### src/rtl/mux_scan_serializer_pkg.sv
// Shared definitions for the mux-based scan serializer: state encoding,
// select width and the select start/end points for each scan direction.
package mux_scan_serializer_pkg;

    localparam int   SEL_W    = 3;
    localparam logic ST_IDLE  = 1'b0;
    localparam logic ST_SHIFT = 1'b1;

    typedef enum logic {
        S_IDLE  = ST_IDLE,
        S_SHIFT = ST_SHIFT
    } state_t;

    function automatic logic [SEL_W-1:0] sel_start(input logic msb_first);
        return msb_first ? 3'd7 : 3'd0;
    endfunction

    function automatic logic [SEL_W-1:0] sel_end(input logic msb_first);
        return msb_first ? 3'd0 : 3'd7;
    endfunction

endpackage

### src/rtl/mux_scan_serializer_mux81.sv
// Legacy 8:1 bit multiplexer: out = I[S].
module mux81
    import mux_scan_serializer_pkg::*;
(
    input  logic [7:0]       I,
    input  logic [SEL_W-1:0] S,
    output logic             out
);

    // Select one of the eight data bits
    always_comb begin
        out = 1'b0;
        case (S)
            3'd0:    out = I[0];
            3'd1:    out = I[1];
            3'd2:    out = I[2];
            3'd3:    out = I[3];
            3'd4:    out = I[4];
            3'd5:    out = I[5];
            3'd6:    out = I[6];
            3'd7:    out = I[7];
            default: out = 1'b0;
        endcase
    end

endmodule

### src/rtl/mux_scan_serializer.sv
// Captures a byte on a valid/ready handshake and scans it out one bit per beat
// through mux81, stepping the select up or down; counts completed words.
module mux_scan_serializer
    import mux_scan_serializer_pkg::*;
#(
    parameter bit MSB_FIRST = 1'b0,
    parameter int CNT_W     = 8
) (
    input  logic             clk,
    input  logic             rst,
    input  logic             load_valid,
    output logic             load_ready,
    input  logic [7:0]       load_data,
    input  logic             flush,
    output logic             ser_out,
    output logic             ser_valid,
    input  logic             ser_ready,
    output logic             ser_last,
    output logic             busy,
    output logic [CNT_W-1:0] frame_cnt
);

    localparam logic [SEL_W-1:0] SEL_START = sel_start(MSB_FIRST);
    localparam logic [SEL_W-1:0] SEL_END   = sel_end(MSB_FIRST);

    state_t             state_r, state_nxt_s;
    logic [7:0]         hold_r, hold_nxt_s;
    logic [SEL_W-1:0]   sel_r, sel_nxt_s;
    logic [CNT_W-1:0]   frame_cnt_r, frame_cnt_nxt_s;
    logic               load_ready_r, ser_valid_r, ser_last_r, busy_r;
    logic               mux_out_s;

    // Next-state logic; flush dominates any load or beat in the same cycle
    always_comb begin
        state_nxt_s     = state_r;
        hold_nxt_s      = hold_r;
        sel_nxt_s       = sel_r;
        frame_cnt_nxt_s = frame_cnt_r;
        if (flush) begin
            state_nxt_s = S_IDLE;
            sel_nxt_s   = 3'd0;
        end else begin
            case (state_r)
                S_IDLE: begin
                    if (load_valid) begin
                        state_nxt_s = S_SHIFT;
                        hold_nxt_s  = load_data;
                        sel_nxt_s   = SEL_START;
                    end else begin
                        state_nxt_s = S_IDLE;
                    end
                end
                S_SHIFT: begin
                    if (ser_ready) begin
                        if (sel_r == SEL_END) begin
                            state_nxt_s     = S_IDLE;
                            frame_cnt_nxt_s = frame_cnt_r + {{(CNT_W-1){1'b0}}, 1'b1};
                        end else begin
                            sel_nxt_s = MSB_FIRST ? (sel_r - 3'd1) : (sel_r + 3'd1);
                        end
                    end else begin
                        state_nxt_s = S_SHIFT;
                    end
                end
                default: begin
                    state_nxt_s = S_IDLE;
                    sel_nxt_s   = 3'd0;
                end
            endcase
        end
    end

    // State, datapath and handshake flags, all registered from next-state values
    always_ff @(posedge clk or posedge rst) begin
        if (rst) begin
            state_r      <= S_IDLE;
            hold_r       <= 8'h00;
            sel_r        <= 3'd0;
            frame_cnt_r  <= {CNT_W{1'b0}};
            load_ready_r <= 1'b1;
            ser_valid_r  <= 1'b0;
            ser_last_r   <= 1'b0;
            busy_r       <= 1'b0;
        end else begin
            state_r      <= state_nxt_s;
            hold_r       <= hold_nxt_s;
            sel_r        <= sel_nxt_s;
            frame_cnt_r  <= frame_cnt_nxt_s;
            load_ready_r <= (state_nxt_s == S_IDLE);
            ser_valid_r  <= (state_nxt_s == S_SHIFT);
            ser_last_r   <= (state_nxt_s == S_SHIFT) && (sel_nxt_s == SEL_END);
            busy_r       <= (state_nxt_s == S_SHIFT);
        end
    end

    mux81 u_mux81 (
        .I   (hold_r),
        .S   (sel_r),
        .out (mux_out_s)
    );

    // The serial line is held low whenever no word is in flight
    assign ser_out    = mux_out_s & ser_valid_r;
    assign ser_valid  = ser_valid_r;
    assign ser_last   = ser_last_r;
    assign load_ready = load_ready_r;
    assign busy       = busy_r;
    assign frame_cnt  = frame_cnt_r;

endmodule

### config.mk
export PLATFORM = sky130hd
export DESIGN_NAME = mux_scan_serializer
export DESIGN_NICKNAME = d
export VERILOG_FILES = /design/src/rtl/mux_scan_serializer_pkg.sv /design/src/rtl/mux_scan_serializer_mux81.sv /design/src/rtl/mux_scan_serializer.sv
export SDC_FILE = /design/constraint.sdc
export NUM_CORES = 1
export LEC_CHECK = 0
export ABC_AREA = 1
export BUFFER_PORTS_ARGS = -buffer_cell sky130_fd_sc_hd__buf_2
export CAP_MARGIN = 20
export CELL_PAD_IN_SITES_DETAIL_PLACEMENT = 0
export CELL_PAD_IN_SITES_GLOBAL_PLACEMENT = 2
export CORE_MARGIN = 1.5
export CORE_UTILIZATION = 30
export CTS_CLUSTER_DIAMETER = 50
export DETAILED_ROUTE_END_ITERATION = 8
export GPL_TIMING_DRIVEN = 0
export PLACE_DENSITY_LB_ADDON = 0.1
export SYNTH_ARGS = -nofsm -noshare
export SYNTH_HDL_FRONTEND = slang
export SYNTH_HIERARCHICAL = 1
export SYNTH_SLANG_ARGS = --single-unit
### constraint.sdc
create_clock -name clk -period 1.5 [get_ports clk]
set_input_delay 0.15 -clock clk [delete_from_list [all_inputs] [get_ports clk]]
set_output_delay 0.15 -clock clk [all_outputs]
set_load 0.1 [all_outputs]
==> flow_summary.ini <==
[worst_setup_path]
r2r_slack_ps = 70
cp-startpoint = sel_r[0]
slowest_stage = dfrtp_2
endpoint_kind = primary output
path_cells = inv_2, nand2_1, nand3_1, nand3_1, nand2_1, nand2_2, clkinvlp_4, buf_12
crit_type = flop to primary output
crit_family = flip-flops
cpPeakStageDelay_ps = 460
cp-start-kind = flop
worstPathArrival_ps = 1390
crit_buf_inv = 3
cp.depth = 8
crit_fanout = 6
timing.critical_path.to = ser_out
crit_required_ps = 1350
r2r_start = sel_r[0]
rr_endpoint = frame_cnt[7]
reg2reg_depth = 7

[timing]
fin_crit_ps = 1540
final_max_slew_viol_count = 0
hold_ws_ps = 49.5
worst_slew_pin_slew_ps = 855
final-hold-violation-count = 0
max_freq_ghz = 0.648
rsz0062_at_grt = true
post-route-period-util = 1.03
tns_ps = -43.7
relSlewSlack = 0.429
clock_skew_ps = 2.21
worst_slack_ps = -43.7
setup_viol = 1

[drt]
drtIter0Drc = 40
drt-pass1-iter-count = 3
antenna_left = 0
drt-wirelength-per-cell_um = 10.6
drc = 0
vias = 966
drt-total-wl_um = 2330
vias_per_cell = 4.39

[placement]
dp.final_hpwl_um = 1740
place_area_mm2 = 0.00133
globalplace.congestion = 0.691
place_inst = 214
place.port_buffers = 25
dp_slack_ps = -87.1

[power_and_ir_drop]
p_leak_nw = 0.764
irDropWorstVdd_uv = 281
p_per_area_mw_per_mm2 = 898
totalPowerFinal_mw = 1.27

[floorplan]
core_area_mm2 = 0.00363
die-area_mm2 = 0.00415
die_width_um = 64.4
io_pins = 26
rows = 22
dieHeight_um = 64.4
start_util = 0.312

[clock_network]
path_clk_slew_ps = 80
clkLatencyLatePin_ps = 260
cts-htree-levels = 1
clock-root-buffer = clkbuf_8
ctsHoldBuffers = 0
cts_buffers = 3
clock-sinks = 22
cts_tree = built
clk_path_buf_depth = 2

[run]
maxCapViolCount = 0

[yosys]
netlist_area_mm2 = 0.00113
avgSynthCellArea_um2 = 8.03
syn_nets = 156
yosys.cell_types.count = 21
synth-seq-cells = 22
synth_cells = 141
ys_seq_area_frac = 0.487
yosysWarnings = 6

[outcome]
violations = negative setup slack
status = finished with violations

[worst_hold_path]
min_path_type = input pin to async pin

[layout]
post-route-util = 0.389
layout-drive-gt1-share = 0.297
antenna_cells = 0
instances_no_fill = 220
design_area_mm2 = 0.00142
nNetsFinal = 188
syn_to_final_growth_pct = 25.0

[global_routing]
grt.total_usage = 0.131
antenna_found_initial = 0
grt_pass1_vias = 1004
grt-ovfl-total = 0
grt_max_degree = 23
grt_pass1_wl_um = 4220
==> cell families (layout without fill, tap and decap cells) <==
| family | count (synthesis) | in the layout | share of synthesized area |
|---|---|---|---|
| DFF | 22 | 22 | 0.487 |
| AOI/OAI and AO/OA | 3 | 3 | 0.0132 |
| buffers and inverters | 21 | 52 | 0.0773 |
| xor gates and xnor gates | 5 | 5 | 0.0387 |
| adders and majority gates | 2 | 2 | 0.0221 |
| and+or+nand+nor | 88 | 88 | 0.361 |
==> synth_stat cells <==
library cell  instances  area, µm²
o21ai_0               1       5.00
ha_1                  2       25.0
nand2_1              52        195
nand3_4               1       17.5
dfrtp_1              21        526
nand2_4               1       11.3
nor2_4                1       11.3
inv_1                17       63.8
xor2_1                2       17.5
a21oi_1               1       5.00
buf_2                 1       5.00
buf_4                 2       15.0
inv_2                 1       3.75
o21ai_1               1       5.00
xnor2_1               3       26.3
dfstp_2               1       26.3
nor2_8                1       20.0
nor2_1                8       30.0
nand3_1              21        105
nand4_1               2       12.5
nor2_2                1       6.26
==> worst reg2reg max path, delay by kind of cell (launching register included) <==
kind	cells	cell delay (ps)
DFF	1	430
and+or+nand+nor	4	410
AOI/OAI and AO/OA	1	120
adders and majority gates	1	230
buffers and inverters	1	140
==> layout by cell type, fill, tap and decap left out, types with 3 or more instances in the layout <==
cell type / count
inv_1: 16
nand3_1: 21
buf_2: 25
clkbuf_8: 3
nand2_1: 50
buf_4: 4
xnor2_1: 3
dfrtp_1: 14
nor2_1: 8
dfrtp_2: 6
==> final cells by class <==
type                       instances  area (µm²)
fill                             415        2220
multi-input combinational         98         500
sequential                        22         563
inverter                          18        71.3
buffer                             3        20.0
timing repair buffer              27         155
tap                               48        60.1
clock buffer                       4        45.0
==> registers in the layout, indices dropped and copies added, names as in the netlist <==
signal,cells
load_ready,1
busy,1
sel_r,3
ser_last,1
frame_cnt,8
hold_r,8
==> timing repair <==
action | in CTS | in global routing
pin swaps | 3 | 0
resized for setup | 6 | 2
buffers inserted | 1 | 1
setup endpoints to repair | 2 | 16
cloned | 0 | 0
==> per-layer routing <==
| layer | track usage | vias up | share of wire |
|---|---|---|---|
| li1 | - | 502 | - |
| met3 | 0.0226 | 2 | 0.040 |
| met1 | 0.164 | 445 | 0.52 |
| met4 | 0.0559 | 0 | 0.0095 |
| met2 | 0.221 | 17 | 0.43 |
| met5 | 0 | - | 0 |
==> report_power, final <==
group | total [mW] | internal (mW) | switching (mW)
combinational | 0.227 | 0.0674 | 0.159
sequential | 0.662 | 0.637 | 0.0251
clock | 0.381 | 0.189 | 0.192
total | 1.27 | 0.894 | 0.377
==> worst min path at each step <==
stage                      from  slack [ps]         to  cells after the start
after CTS                 flush          80   sel_r[2]                      2
after global placement      rst         370  hold_r[7]                      2
after floorplan             rst         140       busy                      1
after detailed placement  flush         370   sel_r[2]                      2
final                       rst          50  hold_r[6]                      2
after global routing      flush          90   sel_r[2]                      2
No activity file was read; power rests on OpenSTA's default activity.
